===== src/rtl/gpu_bus_defs.sv =====
`default_nettype none
// ============================================================================
//  Module   : gpu_bus_defs (package)
//  Purpose  : Shared opcodes, byte counts, bus state encoding and command
//             layout for the GPU 8-bit command bus (encoder and decoder).
//  Revision : 1.0  initial release
// ============================================================================
package gpu_bus_defs;

    localparam logic [7:0] OP_SET_MODE  = 8'h01;
    localparam logic [7:0] OP_SET_PIXEL = 8'h02;

    localparam int unsigned BYTES_MODE  = 2;
    localparam int unsigned BYTES_PIXEL = 7;

    typedef enum logic [1:0] {
        ST_IDLE    = 2'd0,
        ST_PRE     = 2'd1,
        ST_STROBE  = 2'd2,
        ST_RELEASE = 2'd3
    } bus_state_e;

    typedef struct packed {
        logic        op;     // 0 = set mode, 1 = set pixel
        logic [7:0]  mode;
        logic [9:0]  x;
        logic [9:0]  y;
        logic [11:0] color;  // RGB444 {R,G,B}
    } gpu_cmd_t;

    // Byte idx of the serialized stream, MSB-first.
    function automatic logic [7:0] cmd_byte(input gpu_cmd_t cmd, input logic [2:0] idx);
        logic [7:0] b;
        b = 8'h00;
        if (!cmd.op) begin
            b = (idx == 3'd0) ? OP_SET_MODE : cmd.mode;
        end else begin
            case (idx)
                3'd0:    b = OP_SET_PIXEL;
                3'd1:    b = {6'b0, cmd.x[9:8]};
                3'd2:    b = cmd.x[7:0];
                3'd3:    b = {6'b0, cmd.y[9:8]};
                3'd4:    b = cmd.y[7:0];
                3'd5:    b = {4'b0, cmd.color[11:8]};
                3'd6:    b = cmd.color[7:0];
                default: b = 8'h00;
            endcase
        end
        return b;
    endfunction

    function automatic logic [2:0] last_idx(input logic op);
        return op ? 3'(BYTES_PIXEL - 1) : 3'(BYTES_MODE - 1);
    endfunction

endpackage
`default_nettype wire


===== src/rtl/gpu_bus_strobe.sv =====
`default_nettype none
// ============================================================================
//  Module   : gpu_bus_strobe
//  Purpose  : Per-byte four-phase en/ack engine. Runs the IDLE/PRE/STROBE/
//             RELEASE sequence, loads the bus byte on STROBE entry and
//             reports byte advance, command done and timeout abort.
//  Options  : GPU_BUS_ENC_TIMEOUT_EN enables the ack-wait timeout counter.
//  Revision : 1.0  initial release
// ============================================================================
module gpu_bus_strobe
    import gpu_bus_defs::*;
#(
    parameter int unsigned ACK_TIMEOUT = 255
) (
    input  logic       clk_i,
    input  logic       rst_ni,
    input  logic       start_i,   // command accepted this cycle
    input  logic       ack_i,
    input  logic       last_i,    // byte in flight is the final one
    input  logic [7:0] byte_i,    // byte to load on STROBE entry
    output logic       en_o,
    output logic [7:0] data_o,
    output logic       busy_o,
    output logic       done_o,
    output logic       err_o,
    output logic       adv_o      // current byte finished, move index on
);

    // A timeout below 2 cannot leave room for a single ack wait.
    if (ACK_TIMEOUT < 2) begin : g_timeout_range
        $error("gpu_bus_strobe: ACK_TIMEOUT must be at least 2");
    end

    bus_state_e state_q, state_d;
    logic [7:0] data_q, data_d;
    logic       en_q;
    logic       done_q, done_d;

`ifdef GPU_BUS_ENC_TIMEOUT_EN
    localparam int unsigned CNT_W = ($clog2(ACK_TIMEOUT + 1) > 8) ? $clog2(ACK_TIMEOUT + 1) : 8;
    logic [CNT_W-1:0] cnt_q;
    logic             err_q, err_d;
    logic             timeout;

    // Abort decided one cycle early so en drops exactly ACK_TIMEOUT cycles after entry.
    assign timeout = (cnt_q == CNT_W'(ACK_TIMEOUT - 1));
`endif

    // Next-state, byte load and completion decode.
    always_comb begin
        state_d = state_q;
        done_d  = 1'b0;
        adv_o   = 1'b0;
`ifdef GPU_BUS_ENC_TIMEOUT_EN
        err_d   = 1'b0;
`endif
        case (state_q)
            ST_IDLE:    if (start_i) state_d = ack_i ? ST_PRE : ST_STROBE;
            ST_PRE:     if (!ack_i)  state_d = ST_STROBE;
            ST_STROBE:  if (ack_i)   state_d = ST_RELEASE;
            ST_RELEASE: begin
                if (!ack_i) begin
                    adv_o = 1'b1;
                    if (last_i) begin
                        state_d = ST_IDLE;
                        done_d  = 1'b1;
                    end else begin
                        state_d = ST_STROBE;
                    end
                end
            end
            default:    state_d = ST_IDLE;
        endcase
`ifdef GPU_BUS_ENC_TIMEOUT_EN
        // A real handshake step in the same cycle wins over the abort.
        if ((state_q != ST_IDLE) && (state_d == state_q) && timeout) begin
            state_d = ST_IDLE;
            err_d   = 1'b1;
        end
`endif
        data_d = data_q;
        if ((state_d == ST_STROBE) && (state_q != ST_STROBE)) begin
            data_d = byte_i;
        end else if (state_d == ST_IDLE) begin
            data_d = 8'h00;
        end
    end

    // State and registered bus outputs.
    always_ff @(posedge clk_i or negedge rst_ni) begin
        if (!rst_ni) begin
            state_q <= ST_IDLE;
            data_q  <= 8'h00;
            en_q    <= 1'b0;
            done_q  <= 1'b0;
        end else begin
            state_q <= state_d;
            data_q  <= data_d;
            en_q    <= (state_d == ST_STROBE);
            done_q  <= done_d;
        end
    end

`ifdef GPU_BUS_ENC_TIMEOUT_EN
    // Ack-wait counter: restarts on each state entry, runs while waiting.
    always_ff @(posedge clk_i or negedge rst_ni) begin
        if (!rst_ni) begin
            cnt_q <= '0;
            err_q <= 1'b0;
        end else begin
            err_q <= err_d;
            if (state_d != state_q) begin
                cnt_q <= '0;
            end else if (state_q != ST_IDLE) begin
                cnt_q <= cnt_q + 1'b1;
            end
        end
    end

    assign err_o = err_q;
`else
    assign err_o = 1'b0;
`endif

    assign en_o   = en_q;
    assign data_o = data_q;
    assign busy_o = (state_q != ST_IDLE);
    assign done_o = done_q;

endmodule
`default_nettype wire


===== src/rtl/gpu_bus_encoder.sv =====
`default_nettype none
// ============================================================================
//  Module   : gpu_bus_encoder
//  Purpose  : Host-side master for the GPU 8-bit command bus. Latches one
//             set-mode / set-pixel command and serializes it MSB-first as
//             opcode + operand bytes over a four-phase en/ack handshake.
//  Options  : GPU_BUS_ENC_TIMEOUT_EN enables ack timeout abort (o_err).
//  Revision : 1.0  initial release
// ============================================================================
module gpu_bus_encoder
    import gpu_bus_defs::*;
#(
    parameter int unsigned ACK_TIMEOUT = 255
) (
    input  logic        i_clk,
    input  logic        i_rst_n,
    input  logic        i_cmd_valid,
    output logic        o_cmd_ready,
    input  logic        i_cmd_op,
    input  logic [7:0]  i_mode,
    input  logic [9:0]  i_pixel_x,
    input  logic [9:0]  i_pixel_y,
    input  logic [11:0] i_color,
    output logic        o_we,
    output logic        o_en,
    output logic [7:0]  o_data,
    input  logic        i_ack,
    output logic        o_busy,
    output logic        o_done,
    output logic        o_err
);

    gpu_cmd_t   cmd_q;
    gpu_cmd_t   cmd_in;
    logic [2:0] idx_q;
    logic [2:0] idx_sel;
    logic       accept;
    logic       busy;
    logic       adv;
    logic       last;
    logic [7:0] next_byte;

    assign cmd_in = '{op: i_cmd_op, mode: i_mode, x: i_pixel_x, y: i_pixel_y, color: i_color};
    assign accept = i_cmd_valid && !busy;

    // Byte loaded on STROBE entry: opcode straight from the inputs on accept,
    // otherwise the latched command at the index being moved to.
    assign idx_sel   = adv ? (idx_q + 3'd1) : idx_q;
    assign next_byte = accept ? cmd_byte(cmd_in, 3'd0) : cmd_byte(cmd_q, idx_sel);
    assign last      = (idx_q == last_idx(cmd_q.op));

    // Command latch and byte index.
    always_ff @(posedge i_clk or negedge i_rst_n) begin
        if (!i_rst_n) begin
            cmd_q <= '0;
            idx_q <= 3'd0;
        end else if (accept) begin
            cmd_q <= cmd_in;
            idx_q <= 3'd0;
        end else if (adv) begin
            idx_q <= idx_q + 3'd1;
        end
    end

    gpu_bus_strobe #(
        .ACK_TIMEOUT (ACK_TIMEOUT)
    ) u_strobe (
        .clk_i   (i_clk),
        .rst_ni  (i_rst_n),
        .start_i (accept),
        .ack_i   (i_ack),
        .last_i  (last),
        .byte_i  (next_byte),
        .en_o    (o_en),
        .data_o  (o_data),
        .busy_o  (busy),
        .done_o  (o_done),
        .err_o   (o_err),
        .adv_o   (adv)
    );

    assign o_we        = o_en;
    assign o_busy      = busy;
    assign o_cmd_ready = !busy;

endmodule
`default_nettype wire


===== config.mk =====
export PLATFORM = sky130hd
export DESIGN_NAME = gpu_bus_encoder
export DESIGN_NICKNAME = d
export VERILOG_FILES = /design/src/rtl/gpu_bus_defs.sv /design/src/rtl/gpu_bus_strobe.sv /design/src/rtl/gpu_bus_encoder.sv
export SDC_FILE = /design/constraint.sdc
export NUM_CORES = 1
export LEC_CHECK = 0
export CORE_ASPECT_RATIO = 1.4
export CORE_MARGIN = 1
export CORE_UTILIZATION = 54
export DETAILED_ROUTE_END_ITERATION = 12
export GPL_ROUTABILITY_DRIVEN = 0
export PLACE_DENSITY = 0.87
export SLEW_MARGIN = 20
export SYNTH_ARGS = -nofsm -noshare
export SYNTH_HDL_FRONTEND = slang
export SYNTH_HIERARCHICAL = 1
export SYNTH_SLANG_ARGS = --single-unit

===== constraint.sdc =====
create_clock -name i_clk -period 3.9 [get_ports i_clk]
set_clock_uncertainty 0.15 [all_clocks]
set_input_delay 0.78 -clock i_clk [delete_from_list [all_inputs] [get_ports i_clk]]
set_output_delay 0.78 -clock i_clk [all_outputs]
set_load 0.005 [all_outputs]

==> results_dict.tcl, run 1 <==
set metrics [dict create \
    drtIter0Drc 107 \
    htree_levels 2 \
    holdCritPathClass "in -> async" \
    maxSlewHeadroom_pct 55.98 \
    synth-seq-cells 56 \
    grt_overflow 0 \
    track_usage_pct 23.88 \
    status "complete, no violations" \
    finalCritPeriodShare_pct 77.15 \
    cts_max_path_buffers 2 \
    cts_buffers 5 \
    start_kind "input pin" \
    synth_area_leaders "dfrtp_1 52%, mux2_2 17%, a22o_1 2.6%, nand2_1 1.8%, o32ai_2 1.8%" \
    start_util_pct 56.07 \
    dieArea_sq_mm 0.005320 \
    hold_viol_final 0 \
    max_freq_ghz 0.3324 \
    finalSetupViolCount 0 \
    nets 317 \
    ys_types 51 \
    fin_setup_tns_ns 0 \
    synth_edf_count 0 \
    cts_setup_buffers 0 \
    syn_inst 216 \
    syn_nets 262 \
    hold_buffers 0 \
    antenna_found_initial 0 \
    clkSinkCount 56 \
    min_period_ns 3.009 \
    yosysWarnings 6 \
    p_per_area_mw_per_mm2 728.9 \
    clock-root-buffer "clkbuf_8" \
    first_pass_iters 4 \
    synth_top_cell_area_share_pct 51.61 \
    viasPerCell 5.890 \
    crit_type "in -> reg" \
    areaGrowthSynthToFinish_pct 25.53 \
    crit_chain "clkdlybuf4s50_1 > nor2_1 > buf_4 > or2_1 > o32ai_2 > a221o_1 > a221oi_1 > nor3_1 > a22o_1" \
    num-fill-cells 330 \
    async_flop_share_pct 100.0 \
    yosysTopAreaCell "dfrtp_1" \
    max_cap_viol_count 0 \
    total_leakage_power_nw 1.407 \
    syn_area_per_cell_sq_um 12.57 \
    ir_drop_mv 0.3835 \
    grt_pass1_wl_mm 9.349 \
    hpwl_mm 4.102 \
    slew_viol_final 0 \
    cp_slowest_cell "clkdlybuf4s50_1" \
    cp_max_fo 12 \
    finalWirelength_mm 5.541 \
    cpPeakStageDelay_ns 0.56 \
    diodes 0 \
    yosysSeqAreaShare_pct 51.61 \
    rsz0062_at_grt "no" \
    vias 1979 \
    finalPower_mw 2.484 \
    critPathRequiredTime_ns 3.96 \
    drc 0 \
    tightest_slew_ns 0.6555 \
    clk_latency_ns 0.31 \
    grt_max_degree 34 \
    rows 30 \
    grt_pass1_vias 1947 \
    post_cts_resized 0 \
    ios 59 \
    whs_ns 0.3287 \
    tritoncts "done" \
    postLayoutSetupSlackWorst_ns 0.8912 \
    crit_arrival_ns 3.07 \
    synth_ff_type "dfrtp_1" \
    dpl_worst_slack_ns 0.6293 \
    postRouteAntennaNets 0 \
    syn_area_sq_mm 0.002715 \
    clk_pin_slew_ns 0.10 \
    dieWidth_um 61.93 \
    drive_above_1_share_pct 25.37 \
    coreArea_sq_mm 0.004842 \
    port_buffers 57 \
    crit_path_end_kind "register" \
    wl_per_cell_um 16.49 \
    die_h_um 85.90 \
]
sequential cells by signal, summed over array words and instances, names as in the netlist:
name              cells
u_strobe/done_o       1
u_strobe/en_o         1
idx_q                 3
u_strobe/state_q      2
u_strobe/data_o       8
cmd_q                41
metrics by stage:
step                      std cells  utilization [%]  cell area [sq um]
after floorplan                 216                -               2715
after global placement          328            68.58               3321
after detailed placement        328            68.58               3321
after CTS                       336            70.39               3408
after global routing            336            70.39               3408
final                           336            70.39               3408
cell usage after synthesis (2+ instances only):
cell / n
clkbuf_1: 3
o21ai_1: 2
nand3_1: 3
nand4_1: 2
a311oi_1: 4
nor3_1: 4
a21oi_1: 7
nand2_1: 13
dfrtp_1: 56
buf_4: 3
nand2b_1: 5
mux2i_1: 2
a221o_1: 3
buf_2: 5
o21ai_0: 3
o21a_1: 2
o32ai_2: 3
a221oi_1: 2
nor2_1: 6
inv_1: 5
buf_6: 2
or2_1: 2
a22o_1: 8
a22oi_1: 4
mux2_2: 41
report_power, final:
group	total [mW]	leakage, nW	internal, mW	switching (mW)
clock network	0.306	0.0479	0.125	0.181
registers	1.07	0.693	0.848	0.225
logic	1.10	0.666	0.602	0.503
total	2.48	1.41	1.58	0.908
cell usage in the layout, fill, tap and decap left out, types with 2 or more instances in the layout:
cell,netlist,layout
mux2_2,41,41
o21a_1,2,2
a311oi_1,4,4
o21ai_1,2,2
inv_1,5,5
a22o_1,8,8
buf_4,3,5
clkdlybuf4s50_1,0,56
o21ai_0,3,3
or2_1,2,2
mux2i_1,2,2
a21oi_1,7,7
nor3_1,4,4
clkbuf_8,0,5
a221o_1,3,3
nand2_1,13,13
dfrtp_1,56,56
nor2_1,6,6
clkinv_2,0,2
nand3_1,3,3
nand4_1,2,2
a221oi_1,2,2
a22oi_1,4,4
nand2b_1,5,5
o32ai_2,3,3
worst max-delay path: cells and delay by family:
kind                   cells  cell delay (ns)
AOI/OAI and AO/OA          4             1.11
buffers and inverters      2             0.76
and+or+nand+nor            3             0.42
worst paths after layout:
path,to,slack [ns],cells past startpoint,from
max in group asynchronous,idx_q[1],2.48,2,i_rst_n
min in group i_clk,u_strobe/data_o[3],0.35,1,u_strobe/data_o[3]
min,cmd_q[35],0.33,1,i_rst_n
max reg2reg,u_strobe/data_o[3],1.16,7,idx_q[0]
max,u_strobe/data_o[3],0.89,9,i_ack
min reg2reg,u_strobe/data_o[3],0.35,1,u_strobe/data_o[3]
layer usage:
metal	up-vias	part of all wire, %	wire length [um]	track usage, %
met5	-	0	0	0
met4	0	2.7	148	9.899
met3	16	4.8	267	4.676
met2	87	52	2869	37.24
met1	966	41	2255	32.15
li1	910	-	-	-
logic make-up (layout without fill, tap and decap cells):
kind of cell | count (synthesis) | in the layout | share of synthesized area [%]
buf+inv | 19 | 75 | 3.825
flops | 56 | 56 | 51.61
xor+xnor | 2 | 2 | 0.9219
other cells | 1 | 1 | 0.1381
compound gates | 50 | 50 | 16.45
fa+ha+maj | 1 | 1 | 0.4608
simple gates | 43 | 43 | 8.341
mux | 44 | 44 | 18.25
layout make-up:
class / count / area (sq um) / area share [%]
clock buffers: 5 / 68.82 / 2.019
clock inverters: 3 / 18.77 / 0.5507
inverters: 5 / 18.77 / 0.5507
multi-input cells: 141 / 1217 / 35.72
flip-flops and latches: 56 / 1401 / 41.12
well taps: 64 / 80.08 / 2.349
repair buffers: 62 / 603.1 / 17.69
(Power assumes the default switching activity.)
==> run 2: changes to the inputs <==
--- a/config.mk
+++ b/config.mk
@@ -7,10 +7,10 @@
 export LEC_CHECK = 0
 export CORE_ASPECT_RATIO = 1.4
 export CORE_MARGIN = 1
-export CORE_UTILIZATION = 54
+export CORE_UTILIZATION = 46
 export DETAILED_ROUTE_END_ITERATION = 12
 export GPL_ROUTABILITY_DRIVEN = 0
-export PLACE_DENSITY = 0.87
+export PLACE_DENSITY = 0.79
 export SLEW_MARGIN = 20
 export SYNTH_ARGS = -nofsm -noshare
 export SYNTH_HDL_FRONTEND = slang
==> constraint.sdc (replaced) <==
create_clock -name i_clk -period 2.4 [get_ports i_clk]
set_clock_uncertainty 0.15 [all_clocks]
set_input_delay 0.48 -clock i_clk [delete_from_list [all_inputs] [get_ports i_clk]]
set_output_delay 0.48 -clock i_clk [all_outputs]
set_load 0.005 [all_outputs]
==> results_dict.tcl, run 2 (synthesized netlist as in run 1, its figures left out) <==
set metrics [dict create \
    holdCritPathClass "in -> async" \
    critPathRequiredTime_ns 2.45 \
    antenna_found_initial 0 \
    ios 59 \
    start_util_pct 48.44 \
    first_pass_iters 4 \
    grt_max_degree 57 \
    areaGrowthSynthToFinish_pct 32.67 \
    hold_viol_final 0 \
    ir_drop_mv 0.5862 \
    drc 0 \
    grt_pass1_wl_mm 9.494 \
    crit_arrival_ns 2.33 \
    grt_overflow 0 \
    start_kind "register" \
    postRouteAntennaNets 0 \
    fin_setup_tns_ns 0 \
    hpwl_mm 4.177 \
    cp_max_fo 6 \
    drtIter0Drc 100 \
    top_register "cmd_q" \
    vias 2033 \
    tritoncts "done" \
    largest_reg_flops 41 \
    grt_pass1_vias 1973 \
    min_period_ns 2.284 \
    finalWirelength_mm 5.655 \
    diodes 0 \
    dieWidth_um 66.93 \
    r2r_start "idx_q[0]" \
    die_h_um 92.90 \
    multiInputGateArea_sq_mm 0.001267 \
    port_buffers 57 \
    coreArea_sq_mm 0.005605 \
    crit_chain "ha_1 > xnor2_4 > o32ai_4 > a221o_1 > a221oi_1 > nor3_1 > a22o_1" \
    crit_type "reg -> reg" \
    layout.area.seq_sq_mm 0.001403 \
    mostFrequentLayoutCells "55 x dfrtp_1, 55 x clkdlybuf4s50_1, 41 x mux2_2" \
    crit_buf_inv 0 \
    crit_family "compound AO/OA/AOI/OAI gates" \
    cp_slowest_cell "dfrtp_1" \
    max_freq_ghz 0.4379 \
    dieArea_sq_mm 0.006218 \
    finalCritPeriodShare_pct 95.16 \
    cpPeakStageDelay_ns 0.39 \
    finalSetupViolCount 0 \
    cts_buffers 5 \
    nets 331 \
    total_leakage_power_nw 1.490 \
    viasPerCell 5.743 \
    drive_above_1_share_pct 31.12 \
    clk_latency_ns 0.30 \
    slew_viol_final 0 \
    wl_per_cell_um 15.97 \
    htree_levels 2 \
    p_per_area_mw_per_mm2 1187 \
    finalPower_mw 4.275 \
    crit_path_start "idx_q[0]" \
    track_usage_pct 20.32 \
    cts_max_path_buffers 2 \
    clock-root-buffer "clkbuf_8" \
    clk_pin_slew_ns 0.10 \
    clkSinkCount 56 \
    rows 32 \
    max_cap_viol_count 0 \
    crit_path_end_kind "register" \
    num-fill-cells 448 \
    status "complete, no violations" \
]
run 2: repair_timing:
item	4_1_cts	5_1_grt
setup endpoints to repair	0	7
gates resized for setup	0	11
hold buffers	0	0
buffers inserted	0	0
run 2: through the flow:
stage	instances	hold slack, ns	setup slack, ns	cell area (sq um)	utilization (%)
after global placement	346	0.3323	-0.2670	3456	61.65
after detailed placement	346	0.3440	-0.2551	3456	61.65
after global routing	354	0.02853	-0.0006535	3602	64.26
final	354	0.008047	0.1161	3602	64.26
after floorplan	216	0.03441	0.1366	2715	-
after CTS	354	0.02552	0.006235	3545	63.24
run 2: final timing paths:
kind	cells after the start	slack (ns)	to
worst max register to register	7	0.12	u_strobe/data_o[3]
max in group asynchronous	2	1.83	u_strobe/state_q[0]
worst max-delay path	7	0.12	u_strobe/data_o[3]
worst min-delay path	2	0.008	cmd_q[0]
min in group i_clk	1	0.36	u_strobe/data_o[0]
worst min register to register	1	0.36	u_strobe/data_o[0]
run 2: routing by layer:
layer  track usage [%]  up-vias  part of all wire (%)
met1             27.04     1026                    42
met5                 0        -                     0
li1                  -      947                     -
met3             2.709        4                   3.3
met2             33.75       56                    54
met4             6.383        0                  0.74
run 2: final cells by class:
cell class | instances | share of cell area [%]
multi-input cells | 141 | 35.19
well taps | 68 | 2.362
inverters | 5 | 0.5210
flip-flops and latches | 56 | 38.94
clock buffers | 6 | 2.015
clock inverters | 2 | 0.4515
repair buffers | 76 | 20.53
run 2: report_power, final:
group	internal, mW	switching, mW
Clock	0.208	0.286
Sequential	1.38	0.289
Combinational	1.16	0.950
Total	2.75	1.53
